### config.mk
export PLATFORM = sky130hd
export DESIGN_NAME = video_frame_gate
export DESIGN_NICKNAME = d
export VERILOG_FILES = /design/src/rtl/video_frame_gate.sv
export SDC_FILE = /design/constraint.sdc
export NUM_CORES = 1
export LEC_CHECK = 0
export CAP_MARGIN = 20
export CORE_MARGIN = 5
export CORE_UTILIZATION = 40
export CTS_CLUSTER_SIZE = 28
export DETAILED_ROUTE_END_ITERATION = 6
export DONT_BUFFER_PORTS = 1
export PLACE_DENSITY = 0.6
export SLEW_MARGIN = 10
export SYNTH_ARGS = -nofsm -noshare
export SYNTH_HDL_FRONTEND = slang
export SYNTH_SLANG_ARGS = --single-unit
export TNS_END_PERCENT = 50
### constraint.sdc
create_clock -name s_axis_video_aclk -period 2.79 [get_ports s_axis_video_aclk]
set_input_delay 0.279 -clock s_axis_video_aclk [delete_from_list [all_inputs] [get_ports s_axis_video_aclk]]
set_output_delay 0.279 -clock s_axis_video_aclk [all_outputs]
set_load 0.05 [all_outputs]
### src/rtl/video_frame_gate.sv
// Frame-aligned start/stop gate, frame decimator and geometry checker for a 4-pixel/beat AXI4-Stream video feed.
// Optional macro VIDEO_GATE_ERR_CNT_EN adds saturating err_sof_cnt / err_eol_cnt outputs.
module video_frame_gate #(
    parameter int DATA_W  = 96,
    parameter int H_BEATS = 16,
    parameter int V_LINES = 64,
    parameter int CNT_W   = 12,
    parameter int SKIP_W  = 4
) (
    input  logic              s_axis_video_aclk,
    input  logic              s_axis_video_areset,
    input  logic [DATA_W-1:0] VIDEO_IN_tdata,
    input  logic              VIDEO_IN_tvalid,
    output logic              VIDEO_IN_tready,
    input  logic              VIDEO_IN_tuser,
    input  logic              VIDEO_IN_tlast,
    output logic [DATA_W-1:0] VIDEO_OUT_tdata,
    output logic              VIDEO_OUT_tvalid,
    input  logic              VIDEO_OUT_tready,
    output logic              VIDEO_OUT_tuser,
    output logic              VIDEO_OUT_tlast,
    input  logic              start,
    input  logic              stop,
    input  logic [SKIP_W-1:0] frame_skip,
    output logic              busy,
    output logic [15:0]       frame_count,
    output logic              err_sof,
    output logic              err_eol
`ifdef VIDEO_GATE_ERR_CNT_EN
    ,
    output logic [15:0]       err_sof_cnt,
    output logic [15:0]       err_eol_cnt
`endif
);

    typedef enum logic [1:0] {IDLE, WAIT_SOF, PASS, DROP} state_t;

    state_t            state;
    logic [CNT_W-1:0]  beat;
    logic [CNT_W-1:0]  line;
    logic [SKIP_W-1:0] skip_cnt;
    logic              stop_pending;

    logic              in_frame;
    logic              at_origin;
    logic              beat_last;
    logic              line_last;
    logic              stop_eff;
    logic              sof_wait;
    logic              sof_err;
    logic              take_sof;
    logic              pass_now;
    logic              pass_sel;
    logic              hs;
    logic [SKIP_W-1:0] skip_next;

    assign in_frame  = (state == PASS) || (state == DROP);
    assign at_origin = (beat == '0) && (line == '0);
    assign beat_last = (beat == CNT_W'(H_BEATS - 1));
    assign line_last = (line == CNT_W'(V_LINES - 1));
    assign stop_eff  = stop_pending | stop;
    assign pass_now  = (skip_cnt == '0);
    assign skip_next = (skip_cnt >= frame_skip) ? '0 : skip_cnt + 1'b1;

    // A misplaced SOF inside a frame restarts the frame on that very beat unless a stop is outstanding.
    assign sof_wait = (state == WAIT_SOF) && VIDEO_IN_tuser && !stop;
    assign sof_err  = in_frame && VIDEO_IN_tuser && !at_origin;
    assign take_sof = sof_wait || (sof_err && !stop_eff);
    assign pass_sel = take_sof ? pass_now : ((state == PASS) && !sof_err);

    // Zero-latency datapath: the gate only chooses between forwarding and draining.
    assign VIDEO_OUT_tdata  = VIDEO_IN_tdata;
    assign VIDEO_OUT_tuser  = VIDEO_IN_tuser;
    assign VIDEO_OUT_tlast  = VIDEO_IN_tlast;
    assign VIDEO_OUT_tvalid = pass_sel & VIDEO_IN_tvalid;
    assign VIDEO_IN_tready  = pass_sel ? VIDEO_OUT_tready : 1'b1;
    assign hs               = VIDEO_IN_tvalid & VIDEO_IN_tready;
    assign busy             = (state != IDLE);

    // NOTE: sequential state uses non-blocking assignments so every register samples pre-edge values.
    always_ff @(posedge s_axis_video_aclk or posedge s_axis_video_areset) begin
        if (s_axis_video_areset) begin
            state        <= IDLE;
            beat         <= '0;
            line         <= '0;
            skip_cnt     <= '0;
            stop_pending <= 1'b0;
            frame_count  <= '0;
            err_sof      <= 1'b0;
            err_eol      <= 1'b0;
        end else begin
            err_sof <= 1'b0;
            err_eol <= 1'b0;
            case (state)
                IDLE: begin
                    stop_pending <= 1'b0;
                    if (start && !stop) state <= WAIT_SOF;
                end
                WAIT_SOF: begin
                    if (stop) begin
                        state <= IDLE;
                    end else if (hs && VIDEO_IN_tuser) begin
                        state    <= pass_now ? PASS : DROP;
                        skip_cnt <= skip_next;
                        beat     <= CNT_W'(1);
                        line     <= '0;
                        if (pass_now) frame_count <= frame_count + 16'd1;
                    end
                end
                PASS, DROP: begin
                    if (stop) stop_pending <= 1'b1;
                    if (hs) begin
                        if (sof_err) begin
                            err_sof <= 1'b1;
                            if (stop_eff) begin
                                state <= IDLE;
                            end else begin
                                state    <= pass_now ? PASS : DROP;
                                skip_cnt <= skip_next;
                                beat     <= CNT_W'(1);
                                line     <= '0;
                                if (pass_now) frame_count <= frame_count + 16'd1;
                            end
                        end else begin
                            // A missing tlast still closes the line so geometry stays locked to the frame.
                            if (VIDEO_IN_tlast != beat_last) err_eol <= 1'b1;
                            if (VIDEO_IN_tlast || beat_last) begin
                                beat <= '0;
                                if (line_last) begin
                                    line  <= '0;
                                    state <= stop_eff ? IDLE : WAIT_SOF;
                                end else begin
                                    line <= line + 1'b1;
                                end
                            end else begin
                                beat <= beat + 1'b1;
                            end
                        end
                    end
                end
                default: state <= IDLE;
            endcase
        end
    end

`ifdef VIDEO_GATE_ERR_CNT_EN
    always_ff @(posedge s_axis_video_aclk or posedge s_axis_video_areset) begin
        if (s_axis_video_areset) begin
            err_sof_cnt <= '0;
            err_eol_cnt <= '0;
        end else if ((state == IDLE) && start && !stop) begin
            err_sof_cnt <= '0;
            err_eol_cnt <= '0;
        end else begin
            if (err_sof && (err_sof_cnt != 16'hFFFF)) err_sof_cnt <= err_sof_cnt + 16'd1;
            if (err_eol && (err_eol_cnt != 16'hFFFF)) err_eol_cnt <= err_eol_cnt + 16'd1;
        end
    end
`endif

endmodule

Word-level counts from Yosys, hierarchy flattened
Index checks and enable logic that the tools add are counted.
{"block": "classes", "n_addsub": 4, "n_mux": 51, "n_bitwise": 3, "eq_ne": 17, "n_lt_le_gt_ge": 1, "reduce_logical": 29}
{"cell": "2-to-1 mux 12 bit", "count": 13}
{"cell": "2-to-1 mux 16 bit", "count": 6}
{"cell": "one-hot mux 12 bit (2 select lines)", "count": 2}
{"cell": "one-hot mux 16 bit (2 select lines)", "count": 1}
{"cell": "adder 12 x 1 -> 12 bit (second input constant)", "count": 2}
{"cell": "logical NOT 12 bit", "count": 2}
{"cell": "2-to-1 mux 4 bit", "count": 6}
{"cell": "adder 16 x 1 -> 16 bit (second input constant)", "count": 1}
{"cell": "2-to-1 mux 2 bit", "count": 8}
{"cell": "== test 12 x 4 -> 1 bit (second input constant)", "count": 1}
{"cell": "== test 12 x 6 -> 1 bit (second input constant)", "count": 1}
{"cell": "2-to-1 mux 1 bit", "count": 12}
{"cell": "!= test 2 bit (second input constant)", "count": 6}
{"cell": "AND reduction 6 bit", "count": 2}
{"cell": "AND reduction 5 bit", "count": 2}
{"cell": "logical AND 1 bit", "count": 9}
{"cell": "!= test 3 bit (second input constant)", "count": 3}
{"cell": "one-hot mux 4 bit (2 select lines)", "count": 1}
{"cell": "one-hot mux 2 bit (3 select lines)", "count": 1}
{"cell": "nonzero test 2 bit", "count": 3}
{"cell": "adder 4 x 1 -> 4 bit (second input constant)", "count": 1}
{"cell": "== test 2 bit (second input constant)", "count": 2}
{"cell": ">= comparator 4 bit", "count": 1}
{"cell": "logical NOT 1 bit", "count": 4}
{"cell": "other kinds (12)", "count": 15}
{"block": "totals", "output_inout_bits": 119, "ff_bits": 49, "input_bits": 108}

Logic depth before layout (Yosys ltp)
{"block": "logic_depth", "word_depth": 13, "ltp_mapped": 11}

Least setup slack after synthesis
Ideal clock, no wire load.
{"block": "synth_timing", "path_type": "reg-to-reg", "startpoint": "register beat[0]", "endpoint": "register skip_cnt[0]", "arrival_ns": 2.923, "synth_period_minus_slack_ns": 3.051, "path_stages_with_launch": 11, "required_ns": 2.662, "setup_ns": 0.128, "path_buffers": 0, "slack_ns": -0.261, "path_cell_list": "dfrtp_1 -> inv_1 -> ha_1 -> or4b_1 -> or4_4 -> mux2_4 -> a31oi_4 -> inv_2 -> a31o_2 -> nand3_2 -> mux2_1"}
{"block": "synth_via", "elab_chain_len": 12, "elab_cells_between_ends": 16, "cone_classes": "eq/ne (3); mux (2); bitwise (1); reduce/logical (10)"}
{"element": "from (decl)", "line_no": "39", "source": "logic [CNT_W-1:0] beat;"}
{"element": "from (signal assigned)", "line_no": "136", "source": "beat <= beat + 1'b1;"}
{"element": "logical NOT 12 bit *", "line_no": "58", "source": "assign at_origin = (beat == '0) && (line == '0);"}
{"element": "logical AND 1 bit *", "line_no": "58"}
{"element": "logical NOT 1 bit *", "line_no": "67", "source": "assign sof_err = in_frame && VIDEO_IN_tuser && !at_origin;"}
{"element": "logical AND 1 bit *", "line_no": "67"}
{"element": "logical NOT 1 bit or logical AND 1 bit (tied branches)", "line_no": "69, 68"}
{"element": "logical AND 1 bit or logical OR 1 bit (tied branches)", "line_no": "69, 68"}
{"element": "2-to-1 mux 1 bit *", "line_no": "69", "source": "assign pass_sel = take_sof ? pass_now : ((state == PASS) && !sof_err);"}
{"element": "2-to-1 mux 1 bit *", "line_no": "76", "source": "assign VIDEO_IN_tready = pass_sel ? VIDEO_OUT_tready : 1'b1;"}
{"element": "via VIDEO_IN_tready", "line_no": "14", "source": "output logic VIDEO_IN_tready,"}
{"element": "AND 1 bit *", "line_no": "77", "source": "assign hs = VIDEO_IN_tvalid & VIDEO_IN_tready;"}
{"element": "logical AND 1 bit", "line_no": "102", "source": "end else if (hs && VIDEO_IN_tuser) begin"}
{"element": "!= test 2 x 1 -> 1 bit (no source line)"}
{"element": "AND reduction 6 bit (no source line) *"}
{"element": "to (signal assigned)", "line_no": "104", "source": "skip_cnt <= skip_next;"}
{"element": "to (signal assigned)", "line_no": "119", "source": "skip_cnt <= skip_next;"}
{"element": "to (decl)", "line_no": "41", "source": "logic [SKIP_W-1:0] skip_cnt;"}
The timed path passes the listed nets; every way through them passes the cells marked *.
A chain may end at the register's enable or synchronous reset.

Worst setup path after layout
{"block": "layout_timing", "startpoint": "register line[0]", "endpoint": "register frame_count[3]"}
{"block": "layout_via", "elab_chain_len": 12, "elab_cells_between_ends": 16, "cone_classes": "eq/ne (3); mux (2); bitwise (1); reduce/logical (10)"}
{"element": "from (decl)", "line_no": "40", "source": "logic [CNT_W-1:0] line;"}
{"element": "from (signal assigned)", "line_no": "133", "source": "line <= line + 1'b1;"}
{"element": "logical NOT 12 bit *", "line_no": "58"}
{"element": "logical AND 1 bit *", "line_no": "58"}
{"element": "logical NOT 1 bit *", "line_no": "67"}
{"element": "logical AND 1 bit *", "line_no": "67"}
{"element": "logical NOT 1 bit or logical AND 1 bit (tied branches)", "line_no": "69, 68"}
{"element": "logical AND 1 bit or logical OR 1 bit (tied branches)", "line_no": "69, 68"}
{"element": "2-to-1 mux 1 bit", "line_no": "69"}
{"element": "2-to-1 mux 1 bit", "line_no": "76"}
{"element": "AND 1 bit", "line_no": "77"}
{"element": "logical AND 1 bit", "line_no": "102"}
{"element": "!= test 2 x 1 -> 1 bit (no source line)"}
{"element": "AND reduction 6 bit (no source line) *"}
{"element": "to (signal assigned)", "line_no": "107", "source": "if (pass_now) frame_count <= frame_count + 16'd1;"}
{"element": "to (signal assigned)", "line_no": "122", "source": "if (pass_now) frame_count <= frame_count + 16'd1;"}
{"element": "to (decl)", "line_no": "26", "source": "output logic [15:0] frame_count,"}
Every way passes the cells marked *; elsewhere a longest branch is shown, timed or not.

==> impl_metrics.xml <==
<?xml version="1.0" encoding="UTF-8"?>
<metrics>
  <group name="outcome">
    <metric name="outcome" unit="">finished with violations</metric>
    <metric name="violations" unit="">setup timing</metric>
  </group>
  <group name="synth">
    <metric name="ys_dominant_reg_cell" unit="">dfrtp_1</metric>
    <metric name="synth_edf_count" unit="">0</metric>
    <metric name="yosys_register_bits" unit="">49</metric>
    <metric name="synth-async-reset-ratio" unit="%">100.0</metric>
    <metric name="netlist_instances" unit="">405</metric>
    <metric name="syn-mean-instance-area" unit="µm²">8.894</metric>
    <metric name="syn-num-nets" unit="">525</metric>
    <metric name="yosys.cell_types.count" unit="">56</metric>
    <metric name="yosys_warnings" unit="">0</metric>
    <metric name="synth_seq_area_share" unit="%">34.04</metric>
    <metric name="netlist_area" unit="mm²">0.003602</metric>
  </group>
  <group name="worst_setup_path">
    <metric name="critical_path_start_end_classification" unit="">flop to flop</metric>
    <metric name="setup.worst_path.start_class" unit="">flop</metric>
    <metric name="crit_path_max_fanout" unit="">14</metric>
    <metric name="arrival_time_worst_endpoint" unit="ns">3.15</metric>
    <metric name="timing.reg2reg.setup_slack" unit="ns">-0.17</metric>
    <metric name="critPathRequiredTime" unit="ns">2.98</metric>
    <metric name="cp-end-kind" unit="">flop</metric>
  </group>
  <group name="sta">
    <metric name="timing.final.crit_share" unit="%">106.2</metric>
    <metric name="fmaxAchievable" unit="MHz">337.4</metric>
    <metric name="layout_setup_ws" unit="ns">-0.1734</metric>
    <metric name="final-max-slew-violation-count" unit="">0</metric>
    <metric name="timing.final.setup_violations" unit="">39</metric>
    <metric name="tns" unit="ns">-2.397</metric>
    <metric name="timing.hold.ws" unit="ns">0.1260</metric>
    <metric name="clock_skew" unit="ns">0.008870</metric>
    <metric name="finalHoldViolCount" unit="">0</metric>
    <metric name="relative_slew_slack" unit="%">61.75</metric>
    <metric name="finalCriticalPeriod" unit="ns">2.963</metric>
    <metric name="tightestPinTransition" unit="ns">0.5738</metric>
    <metric name="rsz0062_at_grt" unit="">true</metric>
  </group>
  <group name="clocking">
    <metric name="tritoncts_buffers" unit="">5</metric>
    <metric name="cts_tree" unit="">yes</metric>
    <metric name="cts_max_path_buffers" unit="">2</metric>
    <metric name="cts_num_sinks" unit="">49</metric>
    <metric name="clock_latency" unit="ns">0.31</metric>
    <metric name="clk_root_buffer_cell" unit="">clkbuf_8</metric>
    <metric name="cts-htree-levels" unit="">2</metric>
    <metric name="clk_pin_slew" unit="ns">0.10</metric>
  </group>
  <group name="global_route">
    <metric name="globalRouteTotalUtil" unit="%">14.38</metric>
    <metric name="first_pass_grt_wire_length" unit="µm">13420</metric>
    <metric name="antenna_found_initial" unit="">0</metric>
    <metric name="grt.overflow.total" unit="">0</metric>
    <metric name="grt_pass1_vias" unit="">2709</metric>
    <metric name="grt_start_max_net_pins" unit="">32</metric>
  </group>
  <group name="routing">
    <metric name="routed_wirelength" unit="µm">8065</metric>
    <metric name="vias_per_cell" unit="">5.483</metric>
    <metric name="drt_first_pass_iters" unit="">4</metric>
    <metric name="route.antenna.remaining_nets" unit="">0</metric>
    <metric name="post_drt_wl_per_cell" unit="µm">16.87</metric>
    <metric name="drc" unit="">0</metric>
    <metric name="drt_iter0_drc" unit="">73</metric>
    <metric name="route.vias.total" unit="">2621</metric>
  </group>
  <group name="placed_design">
    <metric name="placed_wire_length_estimate" unit="µm">5747</metric>
    <metric name="numPortBuffers" unit="">0</metric>
    <metric name="dpl.cell_count" unit="">457</metric>
    <metric name="gpl.final_weighted_congestion" unit="">0.8009</metric>
  </group>
  <group name="die">
    <metric name="fp.coreArea" unit="mm²">0.008763</metric>
    <metric name="io_pins" unit="">227</metric>
    <metric name="chipHeight" unit="µm">104.9</metric>
    <metric name="chipWidth" unit="µm">104.9</metric>
    <metric name="core.rowCount" unit="">34</metric>
    <metric name="die_area" unit="mm²">0.01100</metric>
    <metric name="start_util" unit="%">41.11</metric>
  </group>
  <group name="layout">
    <metric name="area_used_by_multi_input_combinational_logic" unit="mm²">0.001702</metric>
    <metric name="post-route-util" unit="%">43.32</metric>
    <metric name="nFillCells" unit="">852</metric>
    <metric name="most-common-layout-cells" unit="">buf_4 (52), dfrtp_1 (49), nand2_1 (23), nor2_1 (18), and3_1 (16)</metric>
    <metric name="layout_commonest_cell" unit="">buf_4</metric>
    <metric name="antenna-diode-count" unit="">0</metric>
    <metric name="regArea" unit="mm²">0.001226</metric>
    <metric name="layout-drive-gt1-share" unit="%">30.81</metric>
    <metric name="final_cell_count_no_fill" unit="">478</metric>
    <metric name="fin_nets" unit="">489</metric>
    <metric name="flow.area_growth_from_synthesis" unit="%">5.384</metric>
  </group>
  <group name="power_and_ir_drop">
    <metric name="vdd_drop_max" unit="µV">229.3</metric>
    <metric name="power_density" unit="mW/mm²">693.9</metric>
    <metric name="post-layout-total-power" unit="µW">2634</metric>
    <metric name="leakage" unit="µW">0.001774</metric>
  </group>
  <group name="min_path">
    <metric name="hp-class" unit="">input port to flop</metric>
  </group>
  <group name="run">
    <metric name="timing.max_cap.violations" unit="">0</metric>
  </group>
</metrics>
==> Yosys cell counts, types with 4 or more instances <==
library cell  number  area share (%)
buf_4             98              20
dfrtp_1           49              34
nand2_1           26             2.7
o21ai_0           24             3.3
nor2_1            22             2.3
inv_1             17             1.8
nand3_1           17             2.4
and3_1            16             2.8
ha_1              12             4.2
nand4_1           11             1.9
xnor2_1           10             2.4
a22o_1             9             2.2
nor2b_1            8             1.4
a21o_1             6             1.3
nor3_1             6            0.83
o31ai_1            6             1.3
clkbuf_1           5            0.52
xor2_1             5             1.2
and4_1             4            0.97
nor4_1             4            0.69
==> cell type report <==
cell class,instances,share of cell area (%)
multi-input combinational,231,44.83
timing repair buffer,64,14.37
sequential,49,32.30
clock buffer,5,1.813
tap,108,3.560
inverter,18,1.912
clock inverter,3,1.220
==> critical path, cell delays in order, from the launching register on <==
cell and delay, ns:
dfrtp_1 0.40, inv_2 0.08, ha_4 0.12, or4b_4 0.43
or4_4 0.51, mux2_4 0.34, a31oi_4 0.25, buf_4 0.18
nor3_4 0.05, buf_12 0.15, and4_1 0.20, xor2_1 0.14
==> stage by stage <==
step	setup WS (ns)	area, µm²
2_1_floorplan	-0.1770	3643
3_3_place_gp	-0.1668	3385
3_5_place_dp	-0.2055	3405
4_1_cts	-0.1234	3608
5_1_grt	-0.2593	3796
6_report	-0.1734	3796
==> logic make-up after synthesis <==
| family | synth area share, % |
|---|---|
| AOI/OAI and AO/OA | 13.69 |
| xor gates and xnor gates | 3.647 |
| adders and majority gates | 4.168 |
| buffers and inverters | 23.38 |
| DFF | 34.04 |
| muxes | 1.598 |
| and+or+nand+nor | 19.49 |
==> what timing repair did <==
action,CTS,global route
hold buffers,1,0
cloned,0,2
hold endpoints to repair,18,0
endpoints found under the setup margin,42,48
resized for setup,11,51
pin swaps,1,16
buffers inserted,5,5
==> worst paths after layout <==
path                                           from        endpoint  depth (start not counted)
max in group asynchronous       s_axis_video_areset        line[10]                          3
worst min-delay path                           stop    stop_pending                          2
worst max-delay path                        line[0]  frame_count[3]                         11
min in group asynchronous       s_axis_video_areset         beat[3]                          2
worst max register to register              line[0]  frame_count[3]                         11
worst min register to register              line[8]         line[8]                          1
==> where the power goes <==
group	internal (µW)	switching, µW	total (µW)
logic	594	607	1200
clock network	269	270	539
registers	792	101	894
==> state kept, by name, indices dropped and copies added, names as in the netlist <==
signal        flops
beat             12
err_eol           1
err_sof           1
frame_count      16
line             12
skip_cnt          4
state             2
stop_pending      1
==> per-layer routing <==
| layer | GRT usage [%] | part of all wire (%) | up-vias |
|---|---|---|---|
| li1 | - | - | 1245 |
| met3 | 5.179 | 6.5 | 32 |
| met2 | 23.11 | 49 | 76 |
| met1 | 18.07 | 43 | 1268 |
| met5 | 0 | 0 | - |
| met4 | 4.475 | 1.7 | 0 |
No activity file was read; power rests on OpenSTA's default activity.
